$ cat src/rtl/dmem_mshr_arb_if.sv
// Request channels and memory bus of the data-memory MSHR arbiter.
// slave: the arbiter side; master: the requester/memory side.
interface dmem_mshr_arb_if #(
    parameter int NCH   = 3,
    parameter int NMSHR = 4,
    parameter int ID_W  = 4
);
    localparam int FW = $clog2(NMSHR) + 1;

    logic                except;
    logic [NCH-1:0]      req_valid;
    logic [NCH-1:0]      req_is_st;
    logic [NCH*16-1:0]   req_addr;
    logic [NCH*2-1:0]    req_size;
    logic [NCH*64-1:0]   req_data;
    logic [NCH*ID_W-1:0] req_id;
    logic [NCH-1:0]      req_ready;
    logic [3:0]          mem2proc_response;
    logic [63:0]         mem2proc_data;
    logic [3:0]          mem2proc_tag;
    logic [1:0]          Dmem_command;
    logic [15:0]         Dmem_addr;
    logic [1:0]          Dmem_size;
    logic [63:0]         Dmem_data;
    logic [NCH-1:0]      resp_valid;
    logic [ID_W-1:0]     resp_id;
    logic [63:0]         resp_data;
    logic [FW-1:0]       mshr_free;

    modport slave (
        input  except, req_valid, req_is_st, req_addr, req_size,
        input  req_data, req_id,
        input  mem2proc_response, mem2proc_data, mem2proc_tag,
        output req_ready, Dmem_command, Dmem_addr, Dmem_size,
        output Dmem_data, resp_valid, resp_id, resp_data, mshr_free
    );

    modport master (
        output except, req_valid, req_is_st, req_addr, req_size,
        output req_data, req_id,
        output mem2proc_response, mem2proc_data, mem2proc_tag,
        input  req_ready, Dmem_command, Dmem_addr, Dmem_size,
        input  Dmem_data, resp_valid, resp_id, resp_data, mshr_free
    );
endinterface

$ cat src/rtl/dmem_mshr_arb.sv
// Data-memory arbiter: NCH channels -> one issue register -> 64-bit bus,
// with an NMSHR-entry load table matching memory tags back to channels.
// Ports: clock, reset (sync, active-low), io (dmem_mshr_arb_if.slave):
//   req_* / req_ready channel side, mem2proc_* / Dmem_* bus side,
//   resp_* load completion, mshr_free free-entry count, except squash.
module dmem_mshr_arb #(
    parameter int NCH     = 3,
    parameter int NMSHR   = 4,
    parameter int ID_W    = 4,
    parameter int RR_MODE = 1
) (
    input logic            clock,
    input logic            reset,
    dmem_mshr_arb_if.slave io
);
    localparam int CW = $clog2(NCH);
    localparam int FW = $clog2(NMSHR) + 1;
    localparam logic [CW:0] NCH_L = (CW+1)'(NCH);
    localparam logic [0:0] S_EMPTY = 1'b0;
    localparam logic [0:0] S_PEND  = 1'b1;

    logic [0:0]      state_q, state_d;
    logic            iss_st_q, iss_st_d;
    logic [15:0]     iss_addr_q, iss_addr_d;
    logic [1:0]      iss_size_q, iss_size_d;
    logic [63:0]     iss_data_q, iss_data_d;
    logic [ID_W-1:0] iss_id_q, iss_id_d;
    logic [CW-1:0]   iss_ch_q, iss_ch_d;
    logic [CW-1:0]   rr_q, rr_d;

    logic [NMSHR-1:0] mv_q, mv_d;
    logic [NMSHR-1:0] msq_q, msq_d;
    logic [3:0]       mtag_q [NMSHR];
    logic [3:0]       mtag_d [NMSHR];
    logic [ID_W-1:0]  mid_q [NMSHR];
    logic [ID_W-1:0]  mid_d [NMSHR];
    logic [CW-1:0]    mch_q [NMSHR];
    logic [CW-1:0]    mch_d [NMSHR];

    logic [NCH-1:0]  rv_q, rv_d;
    logic [ID_W-1:0] rid_q, rid_d;
    logic [63:0]     rdata_q, rdata_d;
    logic [FW-1:0]   free_q, free_d;

    logic             pend, accept, pend_ld, arb_en, ld_ok, gnt, found;
    logic [NCH-1:0]   elig, grant;
    logic [2*NCH-1:0] dbl;
    logic [CW-1:0]    rr_sh, off, win;
    logic [CW:0]      sum;

    // Arbiter: rotate the eligible mask so the search starts at rr_sh.
    always_comb begin
        pend    = (state_q == S_PEND);
        accept  = pend && (io.mem2proc_response != 4'd0);
        pend_ld = pend && !iss_st_q;
        arb_en  = !pend || accept;
        // The load sitting in issue already owns one free entry.
        ld_ok   = !io.except && (free_q > FW'(pend_ld));
        elig    = io.req_valid & (io.req_is_st | {NCH{ld_ok}});
        rr_sh   = (RR_MODE != 0) ? rr_q : '0;
        dbl     = {elig, elig} >> rr_sh;
        gnt     = 1'b0;
        off     = '0;
        for (int k = 0; k < NCH; k++) begin
            if (!gnt && dbl[k]) begin
                gnt = 1'b1;
                off = CW'(k);
            end
        end
        sum = {1'b0, rr_sh} + {1'b0, off};
        if (sum >= NCH_L) sum = sum - NCH_L;
        win   = sum[CW-1:0];
        gnt   = gnt && arb_en && reset;
        grant = '0;
        for (int c = 0; c < NCH; c++) begin
            grant[c] = gnt && (win == CW'(c));
        end
    end

    assign io.req_ready = grant;

    always_comb begin
        state_d    = state_q;
        iss_st_d   = iss_st_q;
        iss_addr_d = iss_addr_q;
        iss_size_d = iss_size_q;
        iss_data_d = iss_data_q;
        iss_id_d   = iss_id_q;
        iss_ch_d   = iss_ch_q;
        rr_d       = rr_q;
        if (accept || (pend_ld && io.except)) state_d = S_EMPTY;
        for (int c = 0; c < NCH; c++) begin
            if (grant[c]) begin
                state_d    = S_PEND;
                iss_st_d   = io.req_is_st[c];
                iss_addr_d = io.req_addr[c*16 +: 16];
                iss_size_d = io.req_size[c*2 +: 2];
                iss_data_d = io.req_data[c*64 +: 64];
                iss_id_d   = io.req_id[c*ID_W +: ID_W];
                iss_ch_d   = CW'(c);
            end
        end
        if (gnt && RR_MODE != 0) begin
            rr_d = (win == CW'(NCH - 1)) ? '0 : win + 1'b1;
        end
    end

    always_comb begin
        mv_d    = mv_q;
        msq_d   = msq_q;
        mtag_d  = mtag_q;
        mid_d   = mid_q;
        mch_d   = mch_q;
        rv_d    = '0;
        rid_d   = '0;
        rdata_d = '0;
        found   = 1'b0;
        for (int i = 0; i < NMSHR; i++) begin
            if (mv_q[i] && io.mem2proc_tag != 4'd0
                && mtag_q[i] == io.mem2proc_tag) begin
                mv_d[i] = 1'b0;
                // A squash in the same cycle also silences the return.
                if (!msq_q[i] && !io.except) begin
                    rv_d    = NCH'(1) << mch_q[i];
                    rid_d   = mid_q[i];
                    rdata_d = io.mem2proc_data;
                end
            end
        end
        if (io.except) msq_d = msq_q | mv_q;
        // Allocation looks at mv_q so a slot freed now stays free a cycle.
        if (accept && !iss_st_q) begin
            for (int i = 0; i < NMSHR; i++) begin
                if (!found && !mv_q[i]) begin
                    found     = 1'b1;
                    mv_d[i]   = 1'b1;
                    msq_d[i]  = io.except;
                    mtag_d[i] = io.mem2proc_response;
                    mid_d[i]  = iss_id_q;
                    mch_d[i]  = iss_ch_q;
                end
            end
        end
        free_d = '0;
        for (int i = 0; i < NMSHR; i++) begin
            if (!mv_d[i]) free_d = free_d + 1'b1;
        end
    end

    always_ff @(posedge clock) begin
        if (!reset) begin
            state_q    <= S_EMPTY;
            iss_st_q   <= 1'b0;
            iss_addr_q <= '0;
            iss_size_q <= '0;
            iss_data_q <= '0;
            iss_id_q   <= '0;
            iss_ch_q   <= '0;
            rr_q       <= '0;
            mv_q       <= '0;
            msq_q      <= '0;
            for (int i = 0; i < NMSHR; i++) begin
                mtag_q[i] <= '0;
                mid_q[i]  <= '0;
                mch_q[i]  <= '0;
            end
            rv_q    <= '0;
            rid_q   <= '0;
            rdata_q <= '0;
            free_q  <= FW'(NMSHR);
        end else begin
            state_q    <= state_d;
            iss_st_q   <= iss_st_d;
            iss_addr_q <= iss_addr_d;
            iss_size_q <= iss_size_d;
            iss_data_q <= iss_data_d;
            iss_id_q   <= iss_id_d;
            iss_ch_q   <= iss_ch_d;
            rr_q       <= rr_d;
            mv_q       <= mv_d;
            msq_q      <= msq_d;
            mtag_q     <= mtag_d;
            mid_q      <= mid_d;
            mch_q      <= mch_d;
            rv_q       <= rv_d;
            rid_q      <= rid_d;
            rdata_q    <= rdata_d;
            free_q     <= free_d;
        end
    end

    assign io.Dmem_command = !pend ? 2'd0 : (iss_st_q ? 2'd2 : 2'd1);
    assign io.Dmem_addr    = pend ? iss_addr_q : '0;
    assign io.Dmem_size    = pend ? iss_size_q : '0;
    assign io.Dmem_data    = pend ? iss_data_q : '0;
    assign io.resp_valid   = rv_q;
    assign io.resp_id      = rid_q;
    assign io.resp_data    = rdata_q;
    assign io.mshr_free    = free_q;
endmodule

$ cat src/flat_wrapper.sv
// flat-port wrapper written by rule: the top's interface ports become plain ports
module dmem_mshr_arb_flat 
#(
    parameter int NCH     = 3,
    parameter int NMSHR   = 4,
    parameter int ID_W    = 4,
    parameter int RR_MODE = 1
)
  (clock, reset, io_except, io_req_valid, io_req_is_st, io_req_addr, io_req_size, io_req_data, io_req_id, io_mem2proc_response, io_mem2proc_data, io_mem2proc_tag, io_req_ready, io_Dmem_command, io_Dmem_addr, io_Dmem_size, io_Dmem_data, io_resp_valid, io_resp_id, io_resp_data, io_mshr_free);
  dmem_mshr_arb_if #(.NCH(NCH), .NMSHR(NMSHR), .ID_W(ID_W)) io_i ();
  input logic clock;
  input logic reset;
  input wire logic [$bits(io_i.except)-1:0] io_except;
  input wire logic [$bits(io_i.req_valid)-1:0] io_req_valid;
  input wire logic [$bits(io_i.req_is_st)-1:0] io_req_is_st;
  input wire logic [$bits(io_i.req_addr)-1:0] io_req_addr;
  input wire logic [$bits(io_i.req_size)-1:0] io_req_size;
  input wire logic [$bits(io_i.req_data)-1:0] io_req_data;
  input wire logic [$bits(io_i.req_id)-1:0] io_req_id;
  input wire logic [$bits(io_i.mem2proc_response)-1:0] io_mem2proc_response;
  input wire logic [$bits(io_i.mem2proc_data)-1:0] io_mem2proc_data;
  input wire logic [$bits(io_i.mem2proc_tag)-1:0] io_mem2proc_tag;
  output wire logic [$bits(io_i.req_ready)-1:0] io_req_ready;
  output wire logic [$bits(io_i.Dmem_command)-1:0] io_Dmem_command;
  output wire logic [$bits(io_i.Dmem_addr)-1:0] io_Dmem_addr;
  output wire logic [$bits(io_i.Dmem_size)-1:0] io_Dmem_size;
  output wire logic [$bits(io_i.Dmem_data)-1:0] io_Dmem_data;
  output wire logic [$bits(io_i.resp_valid)-1:0] io_resp_valid;
  output wire logic [$bits(io_i.resp_id)-1:0] io_resp_id;
  output wire logic [$bits(io_i.resp_data)-1:0] io_resp_data;
  output wire logic [$bits(io_i.mshr_free)-1:0] io_mshr_free;
  assign io_i.except = io_except;
  assign io_i.req_valid = io_req_valid;
  assign io_i.req_is_st = io_req_is_st;
  assign io_i.req_addr = io_req_addr;
  assign io_i.req_size = io_req_size;
  assign io_i.req_data = io_req_data;
  assign io_i.req_id = io_req_id;
  assign io_i.mem2proc_response = io_mem2proc_response;
  assign io_i.mem2proc_data = io_mem2proc_data;
  assign io_i.mem2proc_tag = io_mem2proc_tag;
  assign io_req_ready = io_i.req_ready;
  assign io_Dmem_command = io_i.Dmem_command;
  assign io_Dmem_addr = io_i.Dmem_addr;
  assign io_Dmem_size = io_i.Dmem_size;
  assign io_Dmem_data = io_i.Dmem_data;
  assign io_resp_valid = io_i.resp_valid;
  assign io_resp_id = io_i.resp_id;
  assign io_resp_data = io_i.resp_data;
  assign io_mshr_free = io_i.mshr_free;
  dmem_mshr_arb #(.NCH(NCH), .NMSHR(NMSHR), .ID_W(ID_W), .RR_MODE(RR_MODE)) u_core (.clock(clock), .reset(reset), .io(io_i));
endmodule
$ cat config.mk
export PLATFORM = sky130hd
export DESIGN_NAME = dmem_mshr_arb_flat
export DESIGN_NICKNAME = d
export VERILOG_FILES = /design/src/rtl/dmem_mshr_arb_if.sv /design/src/rtl/dmem_mshr_arb.sv /design/src/flat_wrapper.sv
export SDC_FILE = /design/constraint.sdc
export NUM_CORES = 1
export LEC_CHECK = 0
export BUFFER_PORTS_ARGS = -buffer_cell sky130_fd_sc_hd__buf_4
export CAP_MARGIN = 20
export CORE_AREA = 2 2 195 197
export DETAILED_ROUTE_END_ITERATION = 8
export DIE_AREA = 0 0 197 199
export SYNTH_ARGS = -nofsm -noshare
export SYNTH_HDL_FRONTEND = slang
export SYNTH_SLANG_ARGS = --single-unit
$ cat constraint.sdc
create_clock -name clock -period 10.68 [get_ports clock]
set_clock_uncertainty 0.15 [all_clocks]
set_input_delay 3.204 -clock clock [delete_from_list [all_inputs] [get_ports clock]]
set_output_delay 3.204 -clock clock [all_outputs]
set_load 0.01 [all_outputs]
==> results.sh <==
export IMPL_cts_tree="built"
export IMPL_cap_violations=0
export IMPL_antenna_found_initial=0
export IMPL_cts_hold_buf=0
export IMPL_slowest_delay_ns=0.51
export IMPL_fin_cells=2009
export IMPL_synth_edff_count=0
export IMPL_setup_viol=0
export IMPL_outcome="finished clean"
export IMPL_vias=9383
export IMPL_clk_pin_slew_worst_paths_ns=0.06
export IMPL_power_density_mw_per_mm2=266
export IMPL_seqPwrFrac_pct=27.7
export IMPL_drc=0
export IMPL_cts_path_max_buffers=3
export IMPL_drt_iter0_markers=289
export IMPL_io_pins=500
export IMPL_ys_ff_latch=214
export IMPL_hold_viol_final=0
export IMPL_area_growth_pct=50.4
export IMPL_routedWlPerCell_um=17.7
export IMPL_synth_top_cell_by_area="dfxtp_1"
export IMPL_crit_fanout=13
export IMPL_antenna_left=0
export IMPL_max_freq_mhz=102
export IMPL_place_ws_ns=0.946
export IMPL_slew_headroom_pct=40.7
export IMPL_arrival_ns=6.43
export IMPL_synth_nets=1403
export IMPL_cts_resized=0
export IMPL_worstSetupEndpointType="output port"
export IMPL_post_dp_cell_area_mm2=0.0140
export IMPL_dp_hpwl_mm=26.2
export IMPL_grt_max_degree=87
export IMPL_hold_class="register to register"
export IMPL_finalSetupTns_ns=0
export IMPL_drive_gt1_share_pct=38.4
export IMPL_core_area_mm2=0.0371
export IMPL_start_util_pct=26.7
export IMPL_p_leak_uw=0.00701
export IMPL_route_final_wire_length_mm=35.5
export IMPL_die_h_um=199
export IMPL_path_class="primary input to output port"
export IMPL_dieArea_mm2=0.0392
export IMPL_synthDistinctLibCells=62
export IMPL_slew_violations=0
export IMPL_postCtsSetupRepairBufs=0
export IMPL_synth_area_per_cell_um2=9.38
export IMPL_yosysSeqAreaShare_pct=43.2
export IMPL_crit_required_ns=7.33
export IMPL_rsz0062_at_grt="false"
export IMPL_gp_congestion=0.778
export IMPL_yosys_warnings=0
export IMPL_layout_worst_path_cycle_share_pct=91.6
export IMPL_setup_slack_ns=0.893
export IMPL_clock_power_share_pct=23.3
export IMPL_p_int_uw=2390
export IMPL_final_core_util_pct=40.1
export IMPL_std_cell_rows=71
export IMPL_syn_inst=1057
export IMPL_start_kind="primary input"
export IMPL_layout_nets=1862
export IMPL_clock_root_buffer="clkbuf_16"
export IMPL_crit_path_top_delay_cell="fa_1"
export IMPL_grt_util_all_layers_pct=16.9
export IMPL_place_inst=1962
export IMPL_ir_worst_vdd_mv=0.200
export IMPL_synthArstFlopShare_pct=0
export IMPL_dr_pass1_iters=5
export IMPL_cts_max_level=1
export IMPL_worstMarginPinSlew_ns=0.890
export IMPL_p_sw_share_pct=39.6
export IMPL_port_buffer_count=499
export IMPL_cts_made_buffers=26
export IMPL_clkLatencyLatePin_ns=0.53
export IMPL_grt_pass1_wl_mm=52.4
export IMPL_die_x_um=197
export IMPL_overflow=0
export IMPL_power_switching_uw=1570
export IMPL_synth_area_leaders="dfxtp_1 43%, mux2i_1 13%, and2_1 9.7%"
export IMPL_viasPerCell=4.67
export IMPL_crit_chain="buf_4 > a21oi_2 > o21ai_0 > or4_1 > nand3_1 > ha_1 > inv_1 > fa_1 > inv_1 > ha_1 > nor2b_1 > and2_1 > a21o_1 > nor4_1 > buf_4"
export IMPL_antenna_cells=0
export IMPL_power_frac_comb_pct=48.9
export IMPL_grt_pass1_vias=9425
export IMPL_syn_area_mm2=0.00991
export IMPL_synthFlopType="dfxtp_1"
export IMPL_design_area_mm2=0.0149
export IMPL_synth_top_area_share_pct=43.2
export IMPL_fin_crit_ns=9.79
export IMPL_cts_sinks=214
==> worst max-delay path: cells and delay by family <==
kind / cells / cell delay [ns]
AOI/OAI and AO/OA: 3 / 0.64
adders and majority gates: 3 / 0.85
buffers and inverters: 4 / 0.46
and+or+nand+nor: 5 / 1.28
==> cell usage in the layout, fill, tap and decap left out, drive strengths merged, types with 11 or more instances in the layout <==
cell type	Yosys	routed
and2	153	153
inv	13	13
mux2i	126	126
clkbuf	45	31
dfxtp	214	214
nand2	100	100
nor2	65	65
xnor2	13	13
a21oi	11	11
buf	37	513
a22o	87	87
o21ai	99	99
==> power groups by stage <==
| stage | clock, uW | sequential [uW] | combinational (uW) |
|---|---|---|---|
| after floorplan | 0 | 1080 | 1340 |
| after global placement | 0 | 1100 | 1930 |
| after detailed placement | 0 | 1110 | 1960 |
| after CTS | 956 | 1100 | 1960 |
| after global routing | 989 | 1120 | 2120 |
| final | 924 | 1100 | 1940 |
==> sequential cells by signal (all words and copies together), names as in the netlist <==
name,flops
u_core.iss_size_q,2
u_core.iss_data_q,64
u_core.io.resp_id,4
u_core.rr_q,2
u_core.mch_q,8
u_core.pend,1
u_core.io.resp_data,64
u_core.iss_ch_q,2
u_core.iss_addr_q,16
u_core.mv_q,4
u_core.io.mshr_free,3
u_core.msq_q,4
u_core.mtag_q,16
u_core.iss_id_q,4
u_core.mid_q,16
u_core.iss_st_q,1
u_core.io.resp_valid,3
==> synth_stat cells, drive strengths merged, types with 2 or more instances <==
cell / number
dfxtp: 214
and2: 153
mux2i: 126
nand2: 100
o21ai: 99
a22o: 87
nor2: 65
clkbuf: 45
buf: 37
inv: 13
xnor2: 13
a21oi: 11
nor4: 9
nor2b: 7
ha: 6
xor2: 6
nand3: 5
a221oi: 4
a31oi: 4
nor3: 4
o21a: 4
o221a: 4
o32ai: 4
a2bb2oi: 3
mux2: 3
nand4b: 3
or4: 3
nand4: 2
nor4b: 2
o211ai: 2
o31ai: 2
or3: 2
==> cells by family (layout without fill, tap and decap cells) <==
| group | Yosys count | after routing | synth area share [%] |
|---|---|---|---|
| AO/OA/AOI/OAI | 232 | 232 | 16.6 |
| XOR/XNOR | 19 | 19 | 1.91 |
| adder cells (fa/ha/maj) | 7 | 7 | 0.959 |
| buffers and inverters | 95 | 573 | 4.76 |
| flip-flops | 214 | 214 | 43.2 |
| multiplexers | 129 | 129 | 13.1 |
| AND/OR/NAND/NOR | 361 | 361 | 19.5 |
==> through the flow <==
| step | power (uW) | hold WS (ns) |
|---|---|---|
| 2_1_floorplan | 2410 | 0.290 |
| 3_5_place_dp | 3070 | 0.307 |
| 5_1_grt | 4230 | 0.332 |
| 3_3_place_gp | 3040 | 0.302 |
| 6_report | 3960 | 0.319 |
| 4_1_cts | 4020 | 0.320 |
==> final timing paths <==
kind         slack (ns)                           endpoint                          from  cells after the start
max reg2reg        4.61  u_core.iss_addr_q[7]$_SDFFE_PN0P_  u_core.iss_st_q$_SDFFE_PN0P_                     20
min                0.32         u_core.msq_q[3]$_SDFF_PN0_    u_core.msq_q[3]$_SDFF_PN0_                      2
min reg2reg        0.32         u_core.msq_q[3]$_SDFF_PN0_    u_core.msq_q[3]$_SDFF_PN0_                      2
max                0.89                    io_req_ready[0]                     io_except                     15
==> cell type report <==
type / count / area, um2
clock buffer: 31 / 699
tap: 474 / 593
multi-input combinational: 748 / 5210
sequential: 214 / 4290
timing repair buffer: 513 / 3860
clock inverter: 16 / 210
fill: 3700 / 22200
inverter: 13 / 48.8
==> routing by layer <==
layer,wire (um),track usage (%)
met2,17800,30.8
met3,2860,4.56
met5,0,0
met1,14300,19.7
met4,596,3.84
Note: power is estimated with default switching activity, not from simulation.
